==> config.mk <==
export PLATFORM = sky130hd
export DESIGN_NAME = sync_timing_decoder_flat
export DESIGN_NICKNAME = d
export VERILOG_FILES = /design/src/rtl/sync_timing_if.sv /design/src/rtl/sync_timing_decoder.sv /design/src/flat_wrapper.sv
export SDC_FILE = /design/constraint.sdc
export NUM_CORES = 1
export LEC_CHECK = 0
export CAP_MARGIN = 40
export CORE_UTILIZATION = 56
export CTS_CLUSTER_DIAMETER = 120
export DETAILED_ROUTE_END_ITERATION = 10
export PLACE_DENSITY = 0.8
export SYNTH_ARGS = -nofsm -noshare
export SYNTH_HDL_FRONTEND = slang
export SYNTH_SLANG_ARGS = --single-unit
==> constraint.sdc <==
create_clock -name Clk -period 3 [get_ports Clk]
set_clock_uncertainty 0.15 [all_clocks]
set_input_delay 0.6 -clock Clk [delete_from_list [all_inputs] [get_ports Clk]]
set_output_delay 0.6 -clock Clk [all_outputs]
set_load 0.02 [all_outputs]
==> src/rtl/sync_timing_if.sv <==
// Sync-decoder bundle: the incoming sync line plus the recovered timing results.
// The generator/checker side uses master; the decoder uses slave.
interface sync_timing_if #(
  parameter int PULSE_WIDTH   = 8,
  parameter int REZ_MAX_WIDTH = 12
);
  logic                     Sync_in;
  logic [REZ_MAX_WIDTH-1:0] Measured_max;
  logic [PULSE_WIDTH-1:0]   Measured_pulse;
  logic                     Meas_valid;
  logic                     Locked;
  logic [REZ_MAX_WIDTH-1:0] PositionP;
  logic                     Timing_err;

  modport master (
    output Sync_in,
    input  Measured_max, Measured_pulse, Meas_valid, Locked, PositionP, Timing_err
  );

  modport slave (
    input  Sync_in,
    output Measured_max, Measured_pulse, Meas_valid, Locked, PositionP, Timing_err
  );
endinterface

==> src/rtl/sync_timing_decoder.sv <==
// Recovers period, pulse width, lock and a position counter from a single sync line.
// Optional SYNC_INPUT_CDC_EN adds two metastability flops ahead of the edge detector.
module sync_timing_decoder #(
  parameter int PULSE_WIDTH   = 8,
  parameter int REZ_MAX_WIDTH = 12,
  parameter int SYNC_ACTIVE   = 0,
  parameter int LOCK_COUNT    = 2
) (
  input  logic          Clk,
  input  logic          Rst,
  sync_timing_if.slave  tif
);
  localparam logic                     ACT      = 1'(SYNC_ACTIVE);
  localparam logic [REZ_MAX_WIDTH-1:0] PER_MAX  = '1;
  localparam logic [PULSE_WIDTH-1:0]   PW_MAX   = '1;
  localparam logic [3:0]               LOCK_TGT = 4'(LOCK_COUNT - 1);

  typedef enum logic [1:0] {SEARCH, MEASURE, LOCKED} state_t;

  state_t                   state, state_n;
  logic [3:0]               match_q, match_n, match_inc;
  logic                     sync_d, s0, s1;
  logic                     le, te, act;
  logic [REZ_MAX_WIDTH-1:0] per_q, pos_cur, per_p1;
  logic [PULSE_WIDTH-1:0]   pw_q, pw_nxt, pw_hold;
  logic [REZ_MAX_WIDTH-1:0] max_q;
  logic [PULSE_WIDTH-1:0]   pulse_q;
  logic                     cap, err_n, valid_q, err_q, ovf;

`ifdef SYNC_INPUT_CDC_EN
  logic [1:0] meta;
  always_ff @(posedge Clk or negedge Rst) begin
    if (!Rst) meta <= {2{~ACT}};
    else      meta <= {meta[0], tif.Sync_in};
  end
  assign sync_d = meta[1];
`else
  assign sync_d = tif.Sync_in;
`endif

  always_ff @(posedge Clk or negedge Rst) begin
    if (!Rst) begin
      s0 <= ~ACT;
      s1 <= ~ACT;
    end else begin
      s0 <= sync_d;
      s1 <= s0;
    end
  end

  assign act = (s0 == ACT);
  assign le  = act && (s1 != ACT);
  assign te  = !act && (s1 == ACT);

  // pos_cur is the position of the current cycle; per_q holds last cycle's value,
  // so on an LE cycle per_q is period-1.
  assign pos_cur = le ? '0 : ((per_q == PER_MAX) ? per_q : per_q + 1'b1);
  assign per_p1  = per_q + 1'b1;
  assign pw_nxt  = le ? PULSE_WIDTH'(1) :
                   (act && pw_q != PW_MAX) ? pw_q + 1'b1 : pw_q;
  assign ovf     = (per_q == PER_MAX) || (act && pw_q == PW_MAX);
  assign match_inc = (match_q == 4'hF) ? match_q : match_q + 4'd1;

  always_comb begin
    state_n = state;
    match_n = match_q;
    cap     = 1'b0;
    err_n   = 1'b0;
    case (state)
      SEARCH: if (le) state_n = MEASURE;
      MEASURE, LOCKED: begin
        // LE takes priority over a coincident saturation
        if (le) begin
          cap = 1'b1;
          if (per_p1 == max_q) begin
            match_n = match_inc;
            if (state == MEASURE && match_inc >= LOCK_TGT) state_n = LOCKED;
          end else begin
            match_n = 4'd0;
            if (state == LOCKED) begin
              err_n   = 1'b1;
              state_n = MEASURE;
            end
          end
        end else if (ovf) begin
          err_n   = 1'b1;
          match_n = 4'd0;
          state_n = SEARCH;
        end
      end
      default: state_n = SEARCH;
    endcase
  end

  always_ff @(posedge Clk or negedge Rst) begin
    if (!Rst) begin
      state   <= SEARCH;
      match_q <= '0;
      per_q   <= '0;
      pw_q    <= '0;
      pw_hold <= '0;
      max_q   <= '0;
      pulse_q <= '0;
      valid_q <= 1'b0;
      err_q   <= 1'b0;
    end else begin
      state   <= state_n;
      match_q <= match_n;
      per_q   <= pos_cur;
      pw_q    <= pw_nxt;
      valid_q <= cap;
      err_q   <= err_n;
      if (te) pw_hold <= pw_q;
      if (cap) begin
        max_q   <= per_p1;
        pulse_q <= pw_hold;
      end
    end
  end

  assign tif.Measured_max   = max_q;
  assign tif.Measured_pulse = pulse_q;
  assign tif.Meas_valid     = valid_q;
  assign tif.Timing_err     = err_q;
  assign tif.Locked         = (state == LOCKED);
  assign tif.PositionP      = (state == SEARCH) ? '0 : pos_cur;
endmodule

==> src/flat_wrapper.sv <==
// flat-port wrapper written by rule: the top's interface ports become plain ports
module sync_timing_decoder_flat 
#(
  parameter int PULSE_WIDTH   = 8,
  parameter int REZ_MAX_WIDTH = 12,
  parameter int SYNC_ACTIVE   = 0,
  parameter int LOCK_COUNT    = 2
)
  (Clk, Rst, tif_Sync_in, tif_Measured_max, tif_Measured_pulse, tif_Meas_valid, tif_Locked, tif_PositionP, tif_Timing_err);
  sync_timing_if #(.PULSE_WIDTH(PULSE_WIDTH), .REZ_MAX_WIDTH(REZ_MAX_WIDTH)) tif_i ();
  input  logic Clk;
  input  logic Rst;
  input wire logic [$bits(tif_i.Sync_in)-1:0] tif_Sync_in;
  output wire logic [$bits(tif_i.Measured_max)-1:0] tif_Measured_max;
  output wire logic [$bits(tif_i.Measured_pulse)-1:0] tif_Measured_pulse;
  output wire logic [$bits(tif_i.Meas_valid)-1:0] tif_Meas_valid;
  output wire logic [$bits(tif_i.Locked)-1:0] tif_Locked;
  output wire logic [$bits(tif_i.PositionP)-1:0] tif_PositionP;
  output wire logic [$bits(tif_i.Timing_err)-1:0] tif_Timing_err;
  assign tif_i.Sync_in = tif_Sync_in;
  assign tif_Measured_max = tif_i.Measured_max;
  assign tif_Measured_pulse = tif_i.Measured_pulse;
  assign tif_Meas_valid = tif_i.Meas_valid;
  assign tif_Locked = tif_i.Locked;
  assign tif_PositionP = tif_i.PositionP;
  assign tif_Timing_err = tif_i.Timing_err;
  sync_timing_decoder #(.PULSE_WIDTH(PULSE_WIDTH), .REZ_MAX_WIDTH(REZ_MAX_WIDTH), .SYNC_ACTIVE(SYNC_ACTIVE), .LOCK_COUNT(LOCK_COUNT)) u_core (.Clk(Clk), .Rst(Rst), .tif(tif_i));
endmodule
==> results_dict.tcl, run 1 <==
set metrics [dict create \
    outcome "complete, no violations" \
    drv_cap 0 \
    antenna_found_initial 0 \
    fin_crit_ns 2.91 \
    yosysMostFrequentCell "dfrtp_1" \
    yosys_warnings 0 \
    cts-root-buf "clkbuf_8" \
    num_vias 2361 \
    max_slew_margin_pct 53.3 \
    drive_above_1_share_pct 23.1 \
    dieHeight_um 77.0 \
    pin_count 38 \
    area_growth_pct 21.9 \
    grt_pass1_vias 2417 \
    avgSynthCellArea_um2 10.6 \
    synthTopCellsByArea "dfrtp_1 45%, mux2_2 6.4%, xnor2_1 5.3%, o21ai_0 3.2%, a21oi_1 2.9%" \
    gr-usage-all-layers_pct 25.3 \
    path_clk_slew_ns 0.07 \
    synth_cell_types 59 \
    drc_errors 0 \
    postLayoutCoreUtil_pct 72.8 \
    drv_slew 0 \
    fmax_ghz 0.344 \
    placed_area_um2 3640 \
    io_buffers 37 \
    die_x_um 77.0 \
    clockPowerShare_pct 28.9 \
    cts_tree "done" \
    cts_buffer_depth 2 \
    drt_iter0_markers 115 \
    start_util_pct 59.7 \
    critPathKind "flip-flop to output port" \
    dr.pass1.iters 4 \
    n_antenna_cell 0 \
    ys_ff_latch 58 \
    finalHoldViolations 0 \
    cp_top_family "simple AND/OR/NAND/NOR gates" \
    worst_skew_pair.late_latency_ns 0.34 \
    power.switching_w 0.000931 \
    grt_max_degree 59 \
    crit_required_ns 2.25 \
    cp_slowest_cell "dfrtp_1" \
    wl_mm 6.55 \
    setup_viol 0 \
    numClockSinks 58 \
    crit_path_end_kind "output port" \
    synth_top_flop_cell "dfrtp_1" \
    cp-start-kind "flip-flop" \
    multiInputGateArea_um2 1620 \
    fillers 388 \
    synth_top_cell_area_share_pct 44.5 \
    netlist_top_cells_count "56 x dfrtp_1, 20 x nand2_1, 20 x o21ai_0" \
    gp_congestion 0.842 \
    synthArstFlopShare_pct 100 \
    p_leak_nw 1.74 \
    ys_seq_area_share_pct 46.2 \
    grt_pass1_wl_mm 11.5 \
    hpwl_mm 4.70 \
    p_int_w 0.00181 \
    numCtsBuffers 9 \
    switching_share_pct 33.9 \
    fin_tns_setup_ns 0 \
    worstHoldPathType "input port to async pin" \
    seqPwrFrac_pct 37.4 \
    wl_per_cell_um 15.6 \
    core_area_um2 5270 \
    synthesis.nets 306 \
    rows 26 \
    ctsHoldBuffers 0 \
    p_comb_share_pct 33.7 \
    grt_overflow_total 0 \
    synth.largest_area_cell "dfrtp_1" \
    cp_max_fo 5 \
    final-seq-area_um2 1460 \
    ant_nets 0 \
    worst_slew_pin_slew_ns 0.701 \
    cp_common_cell "and2_1" \
    dieArea_um2 5920 \
    critPathBufInv 2 \
    nNetsFinal 355 \
    rsz0062_at_grt "false" \
    hold_slack_ns 0.248 \
    via_per_inst 5.62 \
    cts-htree-levels 3 \
    synth.cell_area_um2 3150 \
    fin_area_um2 3840 \
    cellPowerDensity_nw_per_um2 716 \
    finalCritPeriodShare_pct 96.9 \
    syn_inst 296 \
    synth_edf_count 0 \
    path_cells "ha_1, and2_1, nand4_1, buf_4, a21oi_1, and2_1, dlygate4sd2_1" \
    worstPathArrival_ns 2.16 \
    max_stage_delay_ns 0.36 \
    peakVddDrop_mv 0.653 \
]
==> final timing paths <==
kind                                            from  cells past startpoint  slack [ns]                                      to
max in group asynchronous                        Rst                      2        1.96               u_core.per_q[3]$_DFF_PN0_
min in group Clk                 u_core.s0$_DFF_PN1_                      0        0.26                     u_core.s1$_DFF_PN1_
max                        u_core.per_q[0]$_DFF_PN0_                      7        0.09                        tif_PositionP[3]
max reg2reg                u_core.per_q[0]$_DFF_PN0_                      8        0.33           u_core.match_q[0]$_DFFE_PN0P_
min reg2reg                      u_core.s0$_DFF_PN1_                      0        0.26                     u_core.s1$_DFF_PN1_
min                                              Rst                      2        0.25  u_core.tif.Measured_max[8]$_DFFE_PN0P_
==> worst register-to-register path, cell delays in order, from the launching register on <==
cell and delay [ns]:
dfrtp_1 0.39, ha_1 0.25, xnor2_2 0.25, xor2_1 0.23
o211ai_1 0.17, nor4_4 0.42, nand4_4 0.19, o31ai_1 0.36
mux2_2 0.22
==> layer usage <==
metal	global-route usage [%]	routed length (um)	part of all wire (%)
met2	40.5	3230	49
met5	0	0	0
met4	12.1	148	2.3
met3	7.98	247	3.8
met1	30.9	2920	45
==> power groups by stage <==
| stage | Combinational (W) | Clock [W] | Sequential (W) |
|---|---|---|---|
| after detailed placement | 0.000934 | 0 | 0.00104 |
| after CTS | 0.000931 | 0.000811 | 0.00103 |
| after floorplan | 0.000554 | 0 | 0.00109 |
| final | 0.000924 | 0.000794 | 0.00103 |
| after global routing | 0.00101 | 0.000850 | 0.00104 |
| after global placement | 0.000913 | 0 | 0.00103 |
==> sequential cells by signal, summed over array words and instances, names as in the netlist <==
register / flops
u_core.tif.Meas_valid: 1
u_core.s1: 1
u_core.state: 2
u_core.pw_hold: 8
u_core.s0: 1
u_core.match_q: 4
u_core.pw_q: 8
u_core.per_q: 12
u_core.tif.Measured_max: 12
u_core.tif.Timing_err: 1
u_core.tif.Measured_pulse: 8
==> logic make-up (layout without fill, tap and decap cells) <==
logic type / count (synthesis) / count (layout) / synth area share (%)
adder cells (fa/ha/maj): 7 / 7 / 2.78
buffers and inverters: 19 / 73 / 2.78
AO/OA/AOI/OAI: 58 / 58 / 11.7
multiplexers: 23 / 23 / 8.51
flip-flops: 58 / 58 / 46.2
AND/OR/NAND/NOR: 102 / 102 / 19.8
XOR/XNOR: 29 / 29 / 8.31
==> final cells by class <==
type	instances	area share, %
multi-input combinational	219	42.2
sequential	58	37.9
timing repair buffer	51	11.3
clock buffer	11	3.69
tap	70	2.28
clock inverter	5	2.02
inverter	6	0.587
==> metrics by stage <==
step	total power [W]	worst slack, ns	instances
detailed placement	0.00197	0.0973	404
CTS	0.00277	0.00131	420
finish	0.00275	0.0926	420
global placement	0.00195	0.158	404
floorplan	0.00164	0.332	296
global route	0.00290	0.00102	420
==> timing repair <==
item                                    4_1_cts  5_1_grt
gates cloned                                  0        0
setup buffers                                 0        0
endpoints found under the setup margin       12        9
gates resized for setup                      14       15
==> cell usage in the layout, fill, tap and decap left out, types with 4 or more instances in the layout <==
cell type,n
nand4_1,6
xor2_1,9
nand2_1,20
ha_1,7
nand2b_1,4
clkbuf_8,10
xnor2_1,18
or3_1,4
clkdlybuf4s50_1,24
nand3_1,5
dlygate4sd2_1,5
dfrtp_1,55
a21oi_1,18
o21ai_0,20
nor2_1,19
inv_1,5
clkbuf_2,6
mux2_2,18
buf_4,14
and3_1,8
and2_1,14
No activity file was read; power rests on OpenSTA's default activity.
==> run 2, diff against run 1 <==
Clock period 3 ns to 2.71 ns, I/O delays scaled along.
==> run 2 against run 1 <==
  * Via count is 3.0% higher
  * Final cell count is 3.3% higher
  * Hold slack worse by 0.21 ns
  * Global-route usage is 0.41 points higher
  * Sequential power is 12% higher
  * Critical endpoint is now u_core.state[0]$_DFFE_PN0P_
==> results_dict.tcl, run 2 (synthesized netlist as in run 1, its figures left out) <==
set metrics [dict create \
    fin_crit_ns 2.63 \
    grt_pass1_wl_mm 11.6 \
    p_leak_nw 1.81 \
    fin_area_um2 4030 \
    placed_area_um2 3750 \
    dr.pass1.iters 4 \
    outcome "complete, no violations" \
    dieHeight_um 77.0 \
    ctsHoldBuffers 0 \
    power.switching_w 0.00108 \
    cp_common_cell "mux2_4" \
    rsz0062_at_grt "true" \
    cp_max_fo 5 \
    seqPwrFrac_pct 38.0 \
    cellPowerDensity_nw_per_um2 749 \
    io_buffers 37 \
    cts-root-buf "clkbuf_8" \
    n_antenna_cell 0 \
    num_vias 2433 \
    finalHoldViolations 0 \
    grt_pass1_vias 2450 \
    drt_iter0_markers 163 \
    pin_count 38 \
    cp-start-kind "flip-flop" \
    r2r_end "u_core.state[0]$_DFFE_PN0P_" \
    gr-usage-all-layers_pct 25.7 \
    cts-htree-levels 3 \
    worstPathArrival_ns 2.71 \
    clockPowerShare_pct 26.6 \
    wl_mm 6.88 \
    drv_slew 0 \
    cts_buffer_depth 2 \
    nNetsFinal 369 \
    dieArea_um2 5920 \
    ant_nets 0 \
    path_clk_slew_ns 0.07 \
    worstHoldPathType "input port to async pin" \
    crit_path_end_kind "flip-flop" \
    grt_max_degree 36 \
    ff2ff_setup_slack_ns 0.08 \
    rows 26 \
    drv_cap 0 \
    crit_required_ns 2.79 \
    setup_viol 0 \
    numCtsBuffers 9 \
    wl_per_cell_um 15.9 \
    fmax_ghz 0.380 \
    path_cells "ha_4, and2_4, and3_4, buf_4, mux2_4, a311oi_2, nand4_1, a31o_2, mux2_4" \
    r2r-start "u_core.per_q[0]$_DFF_PN0_" \
    final_common_cell "dfrtp_1" \
    numClockSinks 58 \
    fillers 356 \
    peakVddDrop_mv 0.694 \
    gp_congestion 0.850 \
    most-common-layout-cells "55 x dfrtp_1, 26 x buf_4, 24 x clkdlybuf4s50_1" \
    grt_overflow_total 0 \
    worst_slew_pin_slew_ns 0.571 \
    via_per_inst 5.61 \
    cp_slowest_cell "dfrtp_1" \
    crit_start "u_core.per_q[0]$_DFF_PN0_" \
    critPathKind "flip-flop to flip-flop" \
    antenna_found_initial 0 \
    r2r_cells 9 \
    max_stage_delay_ns 0.42 \
    drc_errors 0 \
    cts_tree "done" \
    start_util_pct 59.7 \
    p_int_w 0.00194 \
    hpwl_mm 4.86 \
    total_power_w 0.00302 \
    core_area_um2 5270 \
    area_growth_pct 28.0 \
    postLayoutCoreUtil_pct 76.4 \
    finalCritPeriodShare_pct 97.0 \
    max_slew_margin_pct 61.9 \
    switching_share_pct 35.7 \
    p_comb_share_pct 35.3 \
    hold_slack_ns 0.0356 \
    endpoint "u_core.state[0]$_DFFE_PN0P_" \
    drive_above_1_share_pct 32.1 \
    die_x_um 77.0 \
    worst_skew_pair.late_latency_ns 0.34 \
]
## run 2: how the worst min path moves through the flow
stage / startpoint / endpoint / slack, ns
floorplan: Rst / u_core.match_q[0]$_DFFE_PN0P_ / 0.1
global placement: u_core.s0$_DFF_PN1_ / u_core.s1$_DFF_PN1_ / 0.24
detailed placement: u_core.s0$_DFF_PN1_ / u_core.s1$_DFF_PN1_ / 0.25
CTS: Rst / u_core.tif.Measured_max[8]$_DFFE_PN0P_ / 0.04
global route: Rst / u_core.tif.Measured_max[8]$_DFFE_PN0P_ / 0.06
finish: Rst / u_core.tif.Measured_max[8]$_DFFE_PN0P_ / 0.04
## run 2: what timing repair did
item                       CTS  global route
pin swaps                    2             9
gates resized for setup     43            33
setup endpoints to repair   14            17
setup buffers                0             1
## run 2: power groups by stage
stage / registers (W) / logic [W] / clock network [W]
final: 0.00115 / 0.00107 / 0.000804
after floorplan: 0.00121 / 0.000613 / 0
after global placement: 0.00114 / 0.00102 / 0
after global routing: 0.00117 / 0.00116 / 0.000862
after CTS: 0.00114 / 0.00103 / 0.000819
after detailed placement: 0.00115 / 0.00104 / 0
## run 2: area by class of cell
type                            instances  area [um2]  share of cell area [%]
Multi-Input combinational cell        219        1720                    42.6
Sequential cell                        58        1460                    36.1
Timing Repair Buffer                   65         544                    13.5
Clock buffer                            9         124                    3.07
Tap cell                               70        87.6                    2.17
Clock inverter                          7        78.8                    1.96
Inverter                                6        22.5                   0.559
## run 2: critical path: cells and delay by family, from the launching register on
kind / cells / cell delay (ns)
buffers and inverters: 1 / 0.13
AOI/OAI and AO/OA: 2 / 0.52
DFF: 1 / 0.42
and+or+nand+nor: 3 / 0.49
adders and majority gates: 1 / 0.19
muxes: 2 / 0.62
## run 2: metrics by stage
stage / setup WS, ns / std cells / TNS, ns
3_3_place_gp: -0.0590 / 417 / -0.177
5_1_grt: -0.0102 / 434 / -0.0350
4_1_cts: 0.00102 / 433 / 0
3_5_place_dp: -0.102 / 417 / -0.502
6_report: 0.0809 / 434 / 0
2_1_floorplan: 0.100 / 296 / 0
## run 2: metal layers
metal / track usage, % / share of wire [%] / vias up / wire (um)
met2: 40.3 / 49 / 70 / 3350
met3: 7.50 / 5.0 / 22 / 347
met4: 12.9 / 2.6 / 0 / 182
met1: 32.4 / 44 / 1166 / 3000
met5: 0 / 0 / - / 0
li1: - / - / 1175 / -
